$ cat config.mk
export PLATFORM = sky130hd
export DESIGN_NAME = network_sequencer
export DESIGN_NICKNAME = d
export VERILOG_FILES = /design/src/rtl/network_sequencer.sv
export SDC_FILE = /design/constraint.sdc
export NUM_CORES = 1
export LEC_CHECK = 0
export ABC_AREA = 0
export BUFFER_PORTS_ARGS = -buffer_cell sky130_fd_sc_hd__buf_2
export CORE_MARGIN = 3
export CORE_UTILIZATION = 45
export CTS_CLUSTER_DIAMETER = 200
export DETAILED_ROUTE_END_ITERATION = 8
export PLACE_DENSITY = 0.69
export REMOVE_ABC_BUFFERS = 1
export SYNTH_ARGS = -nofsm -noshare
export SYNTH_HDL_FRONTEND = slang
export SYNTH_SLANG_ARGS = --single-unit
$ cat constraint.sdc
create_clock -name sample_clk -period 5.8 [get_ports sample_clk]
set_input_delay 0 -clock sample_clk [delete_from_list [all_inputs] [get_ports sample_clk]]
set_output_delay 0 -clock sample_clk [all_outputs]
set_load 0.005 [all_outputs]
$ cat src/rtl/network_sequencer.sv
// Forward-pass sequencer for a chain of conv layers: shifts in a sample,
// starts each layer in turn, advances activation caches between layers,
// latches the final layer output, and tracks overrun/timeout errors.
module network_sequencer #(
  parameter int W        = 16,
  parameter int N_LAYERS = 3,
  parameter int IO_D     = 4,
  parameter int TIMEOUT  = 4095
) (
  input  logic                  sample_clk,
  input  logic                  rst,
  input  logic                  sample_tick,
  input  logic                  err_clr,
  input  logic [N_LAYERS-1:0]   layer_done,
  input  logic [IO_D*W-1:0]     final_in,
  output logic                  lsb_shift,
  output logic [N_LAYERS-1:0]   layer_start,
  output logic [N_LAYERS-1:0]   cache_advance,
  output logic [IO_D*W-1:0]     sample_out,
  output logic                  out_valid,
  output logic                  busy,
  output logic                  overrun,
  output logic [7:0]            overrun_count,
  output logic                  timeout_err,
  output logic [2*W-1:0]        pass_cycles
);

  localparam int KW = (N_LAYERS > 1) ? $clog2(N_LAYERS) : 1;
  localparam int TW = $clog2(TIMEOUT + 1);
  // The last layer has no downstream cache to advance.
  localparam logic [N_LAYERS-1:0] ADV_MASK = ~(N_LAYERS'(1) << (N_LAYERS - 1));

  typedef enum logic [2:0] {
    S_IDLE,
    S_SHIFT,
    S_START,
    S_WAIT,
    S_ADVANCE,
    S_OUTPUT
  } state_t;

  state_t          state, state_nxt;
  logic [KW-1:0]   k, k_nxt;
  logic [TW-1:0]   wait_cnt;
  logic [2*W-1:0]  cyc_cnt, cyc_sat;
  logic [7:0]      ovc_sat;
  logic            tick_rej;
  logic            to_evt;

  // Next-state and error-event decode from the current state.
  always_comb begin
    state_nxt = state;
    k_nxt     = k;
    tick_rej  = 1'b0;
    to_evt    = 1'b0;
    case (state)
      S_IDLE: begin
        if (sample_tick) begin
          state_nxt = S_SHIFT;
          k_nxt     = '0;
        end
      end
      S_SHIFT: begin
        tick_rej  = sample_tick;
        state_nxt = S_START;
      end
      S_START: begin
        tick_rej  = sample_tick;
        state_nxt = S_WAIT;
      end
      S_WAIT: begin
        tick_rej = sample_tick;
        if (layer_done[k]) begin
          if (k == KW'(N_LAYERS - 1)) state_nxt = S_OUTPUT;
          else                         state_nxt = S_ADVANCE;
        end else if (wait_cnt == TW'(TIMEOUT - 1)) begin
          state_nxt = S_IDLE;
          to_evt    = 1'b1;
        end
      end
      S_ADVANCE: begin
        tick_rej  = sample_tick;
        state_nxt = S_START;
        k_nxt     = k + 1'b1;
      end
      S_OUTPUT: begin
        if (sample_tick) begin
          state_nxt = S_SHIFT;
          k_nxt     = '0;
        end else begin
          state_nxt = S_IDLE;
        end
      end
      default: state_nxt = S_IDLE;
    endcase
  end

  // Saturating increments for the pass cycle counter and overrun counter.
  always_comb begin
    cyc_sat = (&cyc_cnt) ? cyc_cnt : cyc_cnt + 1'b1;
    ovc_sat = (&overrun_count) ? overrun_count : overrun_count + 1'b1;
  end

  // State, counters and registered outputs; outputs are decoded from the
  // next state so they line up with the state they belong to.
  always_ff @(posedge sample_clk or posedge rst) begin
    if (rst) begin
      state         <= S_IDLE;
      k             <= '0;
      wait_cnt      <= '0;
      cyc_cnt       <= '0;
      lsb_shift     <= 1'b0;
      layer_start   <= '0;
      cache_advance <= '0;
      sample_out    <= '0;
      out_valid     <= 1'b0;
      busy          <= 1'b0;
      overrun       <= 1'b0;
      overrun_count <= '0;
      timeout_err   <= 1'b0;
      pass_cycles   <= '0;
    end else begin
      state         <= state_nxt;
      k             <= k_nxt;
      lsb_shift     <= (state_nxt == S_SHIFT);
      layer_start   <= (state_nxt == S_START) ? (N_LAYERS'(1) << k_nxt) : '0;
      cache_advance <= (state_nxt == S_ADVANCE) ? ((N_LAYERS'(1) << k_nxt) & ADV_MASK) : '0;
      out_valid     <= (state_nxt == S_OUTPUT);
      busy          <= (state_nxt != S_IDLE);

      if (state_nxt == S_WAIT && state == S_WAIT) wait_cnt <= wait_cnt + 1'b1;
      else                                        wait_cnt <= '0;

      // Count includes the SHIFT cycle, so a new pass starts at one.
      if (state_nxt == S_SHIFT)  cyc_cnt <= (2*W)'(1);
      else if (state != S_IDLE)  cyc_cnt <= cyc_sat;

      // cyc_sat already accounts for the OUTPUT cycle itself.
      if (state_nxt == S_OUTPUT) begin
        sample_out  <= final_in;
        pass_cycles <= cyc_sat;
      end

      if (tick_rej) begin
        overrun       <= 1'b1;
        overrun_count <= err_clr ? 8'd1 : ovc_sat;
      end else if (err_clr) begin
        overrun       <= 1'b0;
        overrun_count <= '0;
      end

      if (to_evt)       timeout_err <= 1'b1;
      else if (err_clr) timeout_err <= 1'b0;
    end
  end

endmodule

# After elaboration in Yosys (flattened, before gate mapping)
# Index checks and enable logic that the tools add are counted.
word_totals:
  in_bits: 71
  wordCells: 73
  reg_bits: 163
op_classes:
  muxes: 27
  n_lt_le_gt_ge: 1
  reduce_logical: 13
  n_addsub: 4
  n_eq_ne: 13
  shifts: 1
op_table:
  columns: ["cell", "n"]
  rows:
  - ["$mux W32", 3]
  - ["$add A32 B1 Y32 const B", 1]
  - ["$mux W8", 4]
  - ["$reduce_and A32 Y1", 1]
  - ["$pmux W3 S5", 1]
  - ["$add A12 B1 Y12 const B", 1]
  - ["$eq A12 B12 Y1 const B", 1]
  - ["$eq A3 B2 Y1 const B", 4]
  - ["$eq A3 B3 Y1 const B", 4]
  - ["$mux W12", 1]
  - ["$mux W3", 4]
  - ["$mux W1", 10]
  - ["$add A8 B1 Y8 const B", 1]
  - ["$reduce_and A8 Y1", 1]
  - ["$eq A3 B1 Y1 const B", 2]
  - ["$reduce_bool A2 Y1", 3]
  - ["$reduce_bool A3 Y1", 2]
  - ["$mux W2", 2]
  - ["$pmux W2 S2", 1]
  - ["$reduce_or A2 Y1", 2]
  - ["$reduce_or A4 Y1", 1]
  - ["$logic_not A3 Y1", 1]
  - ["$lt A2 B3 Y1 const B", 1]
  - ["$shl A1 B2 Y3 const A", 1]
  - ["other kinds (6)", 6]

# Logic depth before layout (Yosys ltp)
# Gate-level depths: netlist (run 1).
logic_depth:
  word_depth: 7
  mapped_depth: 11

# Worst setup path after synthesis (run 1)
# OpenSTA, ideal clock, no wires.
synth_timing:
  kind: "register to register"
  start: "reg cyc_cnt[4]"
  end: "reg cyc_cnt[18]"
  setup_time_ps: 73
  path_stages_with_launch: 8
  arrival_ps: 2035
  n_path_buf: 1
  setup_slack_ps: 3692
  period_less_slack_ps: 2108
  cell_sequence: "dfrtp_1 buf_2 nand3_1 or4_4 a2111oi_4 nand2_2 or2_1 a21oi_2"
synth_via:
  elab_chain_cells: 4
  word_cells_on_any_way: 5
synth_lines:
  columns: ["item", "line_no", "text"]
  rows:
  - ["from (decl)", "45", "logic [2*W-1:0] cyc_cnt, cyc_sat;"]
  - ["from (signal assigned)", "135", "if (state_nxt == S_SHIFT) cyc_cnt <= (2*W)'(1);"]
  - ["from (signal assigned)", "136", "else if (state != S_IDLE) cyc_cnt <= cyc_sat;"]
  - ["$add A32 B1 Y32 or $reduce_and A32 Y1 (tied branches)", "100", "cyc_sat = (&cyc_cnt) ? cyc_cnt : cyc_cnt + 1'b1;"]
  - ["$mux W32 *", "100", null]
  - ["$mux W32 *", "136", null]
  - ["$mux W32 *", "135", null]
# Mark *: on every way between the ends. The rest lies on a longest branch, timed or not. The select of a mux whose other input is x is not followed.
# A chain may end at the register's enable or synchronous reset.

# Worst setup path in the final report (run 1)
layout_timing:
  start: "reg state[0]"
  end: "reg sample_out[42]"
layout_via:
  elab_chain_cells: 4
  word_cells_on_any_way: 12
layout_lines:
  columns: ["item", "line_no", "text"]
  rows:
  - ["from (decl)", "42", "state_t state, state_nxt;"]
  - ["from (signal assigned)", "123", "state <= state_nxt;"]
  - ["$eq A3 B3 Y1 or $eq A3 B1 Y1 (tied branches)", "56", "case (state)"]
  - ["$reduce_or A2 Y1 (no source line)", null, null]
  - ["$pmux W3 S5 *", "56", null]
  - ["via state_nxt[2]", "42", null]
  - ["$eq A3 B3 Y1 *", "139", "if (state_nxt == S_OUTPUT) begin"]
  - ["to (signal assigned)", "140", "sample_out <= final_in;"]
  - ["to (decl)", "19", "output logic [IO_D*W-1:0] sample_out,"]
# Mark *: on every way through the listed nets, which the timed path passes. The rest lies on a longest branch.

==> impl.org, run 1 <==
** Final layout
- Filler cell count :: 1,313
- Number of inserted diodes :: 0
- Final-stage net count :: 1,120
- Relative to the synthesized area, the layout overhead comes to 31.2%.
- For this run, the number of standard cells in the final layout without fillers is 1,273.
- In the final layout, the share of cells above drive strength 1 is 0.223.
- Utilization of the core after routing :: 0.608
- Register area :: 4080 µm²
- Multi-input logic area :: 3120 µm²

** Power
- Summed over all cells, the static leakage comes to 4.96 nW.
- Max rail drop VDD :: 0.212 mV
- Power density cells :: 400 nW/µm²

** Min path
- Capture endpoint of the worst hold path :: timeout_err
- The startpoint identified for the worst hold timing path is layer_done[2].
- Cells on Worst Hold Path :: 5
- Class of the tightest hold or removal check :: input port to flop

** Synth
- Of the total synthesized cell area, the portion taken by full adders, half adders and majority gates is 0.00843.
- Yosys mapped a number of flops with a built-in enable equal to 0.
- Synth Area in Simple Gates :: 0.263
- Flop and latch count out of synthesis :: 163
- The share of the Yosys chip area taken by registers is 0.550.
- sky130_fd_sc_hd__nand2_1 is the most common cell in the netlist.
- Summing every instance area after synthesis gives 7420 µm².
- Share of synthesized area spent on multiplexers :: 0.00556
- Average footprint of a synthesized cell :: 9.10 µm²
- Summed over all instances, the cell type with the most area after synthesis is sky130_fd_sc_hd__dfrtp_1.
- Of the total synthesized cell area, the portion taken by XOR and XNOR cells is 0.0850.
- During synthesis, Yosys emitted a total of 0 warnings.
- Post-synth top area share :: 0.550
- In the synthesized netlist the async set-or-reset flop fraction comes to 1.00.
- Largest family of logic cells by synthesized area :: simple AND/OR/NAND/NOR gates
- Synthesis produced 816 cells.
- Dominant cells by area after synthesis :: sky130_fd_sc_hd__dfrtp_1, sky130_fd_sc_hd__nand2_1, sky130_fd_sc_hd__xor2_1
- Dominant register cell in the synthesized netlist :: sky130_fd_sc_hd__dfrtp_1
- By count the netlist is led by sky130_fd_sc_hd__nand2_1, sky130_fd_sc_hd__dfrtp_1, sky130_fd_sc_hd__nor2_1, sky130_fd_sc_hd__xor2_1, sky130_fd_sc_hd__o21ai_0.
- The netlist uses 51 different library cells.
- The share of the synthesized area in compound gates (AO/OA/AOI/OAI) was 0.0565.

** Clock network
- Clock-pin slew was measured on the worst setup and hold paths at 0.07 ns.
- Source-to-sink clock delay at the later pin of the worst-skew pair :: 0.42 ns
- Post-CTS setup-driven buffer insertion count :: 0
- CTS placed an instance of sky130_fd_sc_hd__clkbuf_16 at the clock tree root.
- Counting along the longest clock path gives a buffer depth of 2.
- TritonCTS built the clock tree.
- Maximum level of the CTS H-tree :: 4
- Buffers inserted during clock tree synthesis total 17.
- Clk sinks :: 163

** Routing
- Drt wl/cell :: 14.8 µm
- The first detailed-routing pass ran for 4 iterations.
- After detailed routing, the number of vias per cell comes to 4.99.
- Number of design-rule violations left by the first detailed-router iteration :: 307
- DRC errors left :: 0
- Once detail routing completed, the nets flagged for antenna violations numbered 0.
- Number of vias after detailed routing :: 6,352
- Detailed-route wire length :: 18,800 µm

** Flow run
- Max_cap viols :: 0

** Critical path
- The largest single stage delay on the critical path is 0.85 ns.
- The startpoint identified for the worst register-to-register timing path is state[0].
- Critical path type :: flop to flop
- Register-to-Register Path Depth :: 8
- For the worst setup path, the data arrival time is 3.21 ns.
- Largest fanout on the critical path :: 65
- Cell-by-cell trace of the critical path :: nor2b_1, nand2_1, or2_2, inv_1, nand2_4, inv_2, nand2_1, nand2_1
- STA classifies the critical path startpoint as a flop.
- STA classifies the critical path endpoint as a flop.
- The endpoint identified for the worst register-to-register timing path is sample_out[42].
- Worst path slowest cell :: sky130_fd_sc_hd__inv_2
- Flop2flop setup slack :: 2.94 ns
- The cell that appears most often on the critical path is sky130_fd_sc_hd__nand2_1.
- Data on the critical path is required at its endpoint by 6.15 ns.

** Place
- After detailed placement, the design holds a cell count of 1,174.
- Prior to clock tree synthesis, the placed netlist has a worst setup slack of 3.06 ns.
- The HPWL after detailed placement is 11,800 µm.
- Number of port buffers :: 184
- At the end of routability-driven placement, the weighted congestion stood at 0.777.

** Timing
- Final setup violation count :: 0
- The final hold violation count was 0.
- The clock period could shrink to 2.86 ns.
- In the post-route analysis, the smallest setup slack over all paths is 2.94 ns.
- Dividing the final minimum period by the clock period gives 0.493.
- Between clock sinks in the finished design, the worst skew comes to 0.00847 ns.
- Post-route setup TNS :: 0 ns
- Setup repair after global routing left no endpoint under its margin.
- Number of slew-limit violations in the final report :: 0
- Relative slew slack :: 0.252
- Actual transition at the worst max-transition pin :: 1.12 ns
- Static timing analysis puts the maximum clock frequency at 350 MHz.

** GRT
- Vias in the first global route :: 6,093
- Pin count of the biggest net entering global routing :: 106
- Gr ovfl total :: 0
- Antenna violations before repair :: 0
- GR Util All Layers :: 0.213
- Wire length of the first global-routing pass :: 31,100 µm

** Die
- Row generation in the floorplan step produced 46 rows.
- The floorplan step set the die height to 134 µm.
- Initial Util :: 0.464
- DIE AREA :: 18,100 µm²
- Core Footprint :: 16,000 µm²
- Measured along the x axis, the die boundary spans 134 µm.
- 186 I/O pins were placed.

** Outcome
- The flow ran to the end, and the final reports show no timing, DRC or antenna violations.
-- area by class of cell --
cell class                 count  area share
sequential                   163       0.419
multi-input combinational    596       0.320
timing repair buffer         255       0.167
clock buffer                  19      0.0465
tap                          216      0.0278
clock inverter                13      0.0153
inverter                      11     0.00476
-- per-layer routing --
metal | track usage | wire, µm
met5 | 0 | 0
met4 | 0.0837 | 484
met3 | 0.0536 | 1290
met2 | 0.332 | 8540
met1 | 0.289 | 8530
-- how the worst max path moves through the flow --
stage / startpoint / to / slack (ns)
after floorplan: k[1] / out_valid / 1.00
after global placement: state[0] / sample_out[52] / 3.10
after detailed placement: state[0] / sample_out[60] / 3.06
after CTS: state[0] / sample_out[60] / 3.03
after global routing: state[0] / sample_out[28] / 2.68
final: state[0] / sample_out[42] / 2.94
-- power by group --
part | switching (mW) | internal, mW | total [mW]
sequential | 0.297 | 1.45 | 1.74
clock | 0.472 | 0.664 | 1.14
combinational | 0.557 | 0.454 | 1.01
-- sequential cells by signal, indices dropped and copies added, names as in the netlist, 2 cells and up --
signal / flops
sample_out: 64
cyc_cnt: 32
pass_cycles: 32
wait_cnt: 12
overrun_count: 8
layer_start: 3
state: 3
cache_advance: 2
k: 2
-- cells in the final DEF, fill, tap and decap left out, types with 2 or more instances in the layout --
cell type and instances:
sky130_fd_sc_hd__a2111oi_4 2, sky130_fd_sc_hd__a21oi_1 5, sky130_fd_sc_hd__and2_1 3, sky130_fd_sc_hd__and3_1 12, sky130_fd_sc_hd__and3b_1 2, sky130_fd_sc_hd__and4_1 5, sky130_fd_sc_hd__buf_2 184, sky130_fd_sc_hd__buf_4 4
sky130_fd_sc_hd__bufinv_16 2, sky130_fd_sc_hd__clkbuf_16 17, sky130_fd_sc_hd__clkbuf_8 2, sky130_fd_sc_hd__clkinv_2 2, sky130_fd_sc_hd__clkinv_4 3, sky130_fd_sc_hd__clkinvlp_4 2, sky130_fd_sc_hd__dfrtp_1 163, sky130_fd_sc_hd__dlygate4sd3_1 67
sky130_fd_sc_hd__ha_1 5, sky130_fd_sc_hd__inv_1 9, sky130_fd_sc_hd__inv_6 4, sky130_fd_sc_hd__mux2i_1 3, sky130_fd_sc_hd__nand2_1 280, sky130_fd_sc_hd__nand2b_1 3, sky130_fd_sc_hd__nand3_1 26, sky130_fd_sc_hd__nand4_1 20
sky130_fd_sc_hd__nor2_1 60, sky130_fd_sc_hd__nor2b_1 3, sky130_fd_sc_hd__nor3_1 12, sky130_fd_sc_hd__nor4_1 6, sky130_fd_sc_hd__nor4b_1 2, sky130_fd_sc_hd__o21ai_0 44, sky130_fd_sc_hd__o21ai_1 3, sky130_fd_sc_hd__o2bb2ai_1 2
sky130_fd_sc_hd__or2_2 3, sky130_fd_sc_hd__or3_1 3, sky130_fd_sc_hd__xnor2_1 20, sky130_fd_sc_hd__xor2_1 52
-- through the flow --
stage / hold WS (ns) / total power [mW] / cell area [µm²]
CTS: 0.0376 / 3.92 / 9730
global placement: 0.192 / 2.70 / 8460
floorplan: 0.0664 / 2.26 / 7230
finish: 0.0636 / 3.89 / 9730
detailed placement: 0.197 / 2.73 / 8460
global route: 0.0719 / 4.16 / 9730
-- cell families after synthesis --
family                     Yosys count
AOI/OAI and AO/OA                   65
xor gates and xnor gates            72
adders and majority gates            5
buffers and inverters               57
DFF                                163
muxes                                4
other                                1
and+or+nand+nor                    449
-- repair_timing --
| action | CTS | global route |
|---|---|---|
| gates resized for setup | 0 | 0 |
| hold endpoints to repair | 174 | 0 |
| hold buffers | 67 | 0 |
-- worst max-delay path, delay by kind of cell (launching register included) --
family	cells	cell delay, ns
AND/OR/NAND/NOR	6	1.26
buffers and inverters	2	0.97
flip-flops	1	0.50
Note: power is estimated with default switching activity, not from simulation.
==> inputs of run 2 (changes only) <==
Settings changed: PLACE_DENSITY 0.69 to 0.72.
Clock period 5.8 ns to 2.4 ns, I/O delays scaled along.
==> impl.org, run 2 (synthesized netlist as in run 1, its figures left out) <==
** Timing
- Hold Violations, Final :: 0 (unchanged)
- The share of the cycle needed by the critical path after routing came to 0.946 (was 0.493).
- Final setup violation count :: 0 (unchanged)
- The worst-margin pin slew came to 0.568 ns (was 1.12 ns).
- Number of slew-limit violations in the final report :: 0 (unchanged)
- The smallest setup slack after layout came to 0.129 ns (was 2.94 ns).
- Achievable clock frequency :: 440 MHz (was 350 MHz)
- RSZ-0062 raised after global routing: false (unchanged).
- Maximum clock skew at final layout :: 0.00691 ns (was 0.00847 ns)
- The worst slew margin relative to its limit came to 0.621 (was 0.252).
- Final critical delay including setup and external delays :: 2.27 ns (was 2.86 ns)

** Outcome
- Status: complete, no violations (unchanged).

** Final layout
- The combined area of the multi-input logic cells is 3120 µm² (unchanged).
- The count of nets after finishing was 1,144 (was 1,120).
- Number of flip-flops in the largest register :: 64 (unchanged)
- The most frequent standard cell in the layout excluding fill and tap cells is sky130_fd_sc_hd__nand2_1 (unchanged).
- The number of diodes added for antenna fixing is 0 (unchanged).
- Filler cell count :: 1,294 (was 1,313)
- Top Registers: sample_out x64, cyc_cnt x32, pass_cycles x32 (unchanged).
- Largest register by flop count :: sample_out (unchanged)
- The flip-flop and latch area is 4080 µm² (unchanged).
- The final design instance area without fill was 9900 µm² (was 9730 µm²).
- Area grow syn2layout :: 33.4% (was 31.2%)
- Commonest cells after routing, fill and taps aside: sky130_fd_sc_hd__nand2_1, sky130_fd_sc_hd__buf_2, sky130_fd_sc_hd__dfrtp_1 (unchanged).
- The proportion of layout cells with a drive suffix above 1 is 0.241 (was 0.223).

** Clock network
- The clock tree from TritonCTS was done (unchanged).
- Root buffer cell :: sky130_fd_sc_hd__clkbuf_16 (unchanged)
- The clock slew seen by the registers of the worst setup and hold paths was 0.06 ns (was 0.07 ns).
- Number of clock buffers inserted by TritonCTS :: 17 (unchanged)
- Maximum level of the CTS H-tree :: 4 (unchanged)
- The latest clock arrival within the worst-skew pair came to 0.42 ns (about the same).
- Max clock buf depth :: 2 (unchanged)
- Clk sinks :: 163 (unchanged)

** Power
- Leakage power of the design :: 5.06 nW (was 4.96 nW)
- Total power consumption of the routed design :: 9.31 mW (was 3.89 mW)
- Max rail drop VDD :: 0.501 mV (was 0.212 mV)
- The cell area power density was 939 nW/µm² (was 400 nW/µm²).

** Die
- DIE AREA :: 18,100 µm² (unchanged)
- Die H :: 134 µm (unchanged)
- Site Rows :: 46 (unchanged)
- The die width came to 134 µm (unchanged).
- The top-level port count is 186 (unchanged).
- The core footprint came to 16,000 µm² (unchanged).
- The effective utilization at floorplan is 0.464 (unchanged).

** Routing
- Metal2 WL :: 8970 µm (was 8540 µm)
- The post-detailed-route via-to-cell ratio was 4.96 (was 4.99).
- The met3 wire length came to 1460 µm (was 1290 µm).
- The number of remaining DRC errors was 0 (unchanged).
- Number of vias after detailed routing :: 6,430 (was 6,352)
- Wire length the detailed router placed on met1 :: 8710 µm (was 8530 µm)
- Detailed-route wire length :: 19,500 µm (was 18,800 µm)
- The number of DRC markers in iteration 0 is 371 (was 307).
- Count of antenna-violating nets left after detailed routing :: 0 (unchanged)
- The final routed wire length divided by cell count came to 15.0 µm (was 14.8 µm).
- The top routing layer in use is met4 (unchanged).
- Number of iterations in the first detailed-routing pass :: 5 (was 4)

** Critical path
- The number of buffers and inverters on the critical path came to 0 (was 2).
- Largest fanout on the critical path :: 6 (was 65)
- The capturing element type of the critical path was a flop (unchanged).
- Arrival time reported for the critical path endpoint :: 2.62 ns (was 3.21 ns)
- The top cell family by delay on the critical path is simple AND/OR/NAND/NOR gates (unchanged).
- Critical path launch point type :: flop (unchanged)
- Critical path type :: flop to flop (unchanged)
- The worst path required time was 2.75 ns (was 6.15 ns).
- Delay contributed by the slowest stage of the critical path :: 0.63 ns (was 0.85 ns)
- Cell-by-cell trace of the critical path :: nand4_2, or4_4, a2111oi_4, nand2_2, or2_1, a21oi_2 (was nor2b_1, nand2_1, or2_2, inv_1, nand2_4, inv_2, nand2_1, nand2_1)
- Worst path slowest cell :: sky130_fd_sc_hd__or4_4 (was sky130_fd_sc_hd__inv_2)

** GRT
- GR Util All Layers :: 0.218 (was 0.213)
- Antenna violations before repair :: 0 (unchanged)
- Wire length of the first global-routing pass :: 32,100 µm (was 31,100 µm)
- Pin count of the biggest net entering global routing :: 102 (was 106)
- The total congestion overflow is 0 (unchanged).
- The via count of the first global-routing pass came to 6,177 (was 6,093).

** Place
- Post-Place Cell Area :: 8660 µm² (was 8460 µm²)
- The weighted congestion at the end of routability-driven global placement is 0.833 (was 0.777).
- Number of port buffers :: 184 (unchanged)
- The sum of net half-perimeters after detailed placement was 12,200 µm (was 11,800 µm).
- Post-Place Worst Slack :: 0.150 ns (was 3.06 ns)

** Flow run
- Max_cap viols :: 0 (unchanged)

** Min path
- The kind of path behind the tightest hold check was input port to flop (unchanged).
==> run 2: power breakdown <==
group          internal, mW  switching (mW)
Clock                  1.39            1.13
Sequential             3.50           0.663
Combinational          1.19            1.43
==> run 2: final cells by class <==
| cell class | instances | share of cell area |
|---|---|---|
| Clock inverter | 13 | 0.0105 |
| Inverter | 11 | 0.00467 |
| Multi-Input combinational cell | 596 | 0.315 |
| Clock buffer | 19 | 0.0457 |
| Tap cell | 216 | 0.0273 |
| Sequential cell | 163 | 0.412 |
| Timing Repair Buffer | 279 | 0.185 |
==> run 2: repair_timing <==
action	in CTS	in global routing
resized for setup	0	0
buffers inserted	0	3
hold buffers	66	0
endpoints found under the setup margin	0	1
hold endpoints to repair	125	0
==> run 2: worst register-to-register path, stage by stage (launching register included) <==
cell and delay, ns:
sky130_fd_sc_hd__dfrtp_1 0.46, sky130_fd_sc_hd__nand4_2 0.15, sky130_fd_sc_hd__or4_4 0.63, sky130_fd_sc_hd__a2111oi_4 0.51
sky130_fd_sc_hd__nand2_2 0.10, sky130_fd_sc_hd__or2_1 0.23, sky130_fd_sc_hd__a21oi_2 0.12
==> run 2: metal layers <==
layer | track usage | up-vias
met3 | 0.0551 | 28
met5 | 0 | -
li1 | - | 3155
met1 | 0.300 | 3024
met4 | 0.0656 | 0
met2 | 0.342 | 223
==> run 2: stage by stage <==
stage	util	instances	hold slack [ns]	setup TNS [ns]
after floorplan	-	770	0.0664	-515.55
after global placement	0.542	1196	0.102	0
after detailed placement	0.542	1196	0.112	0
after CTS	0.618	1294	0.00131	0
after global routing	0.619	1297	0.0441	0
final	0.619	1297	0.0245	0
==> run 2: final timing paths <==
check | start | endpoint | slack, ns | depth (start not counted)
hold reg to reg | sample_out[25] | sample_out[25] | 0.47 | 2
hold / removal | sample_tick | overrun_count[0] | 0.02 | 3
setup / recovery | cyc_cnt[8] | cyc_cnt[18] | 0.13 | 6
setup reg to reg | cyc_cnt[8] | cyc_cnt[18] | 0.13 | 6
min in group asynchronous | rst | sample_out[59] | 0.18 | 3
max in group asynchronous | rst | overrun_count[1] | 1.48 | 4
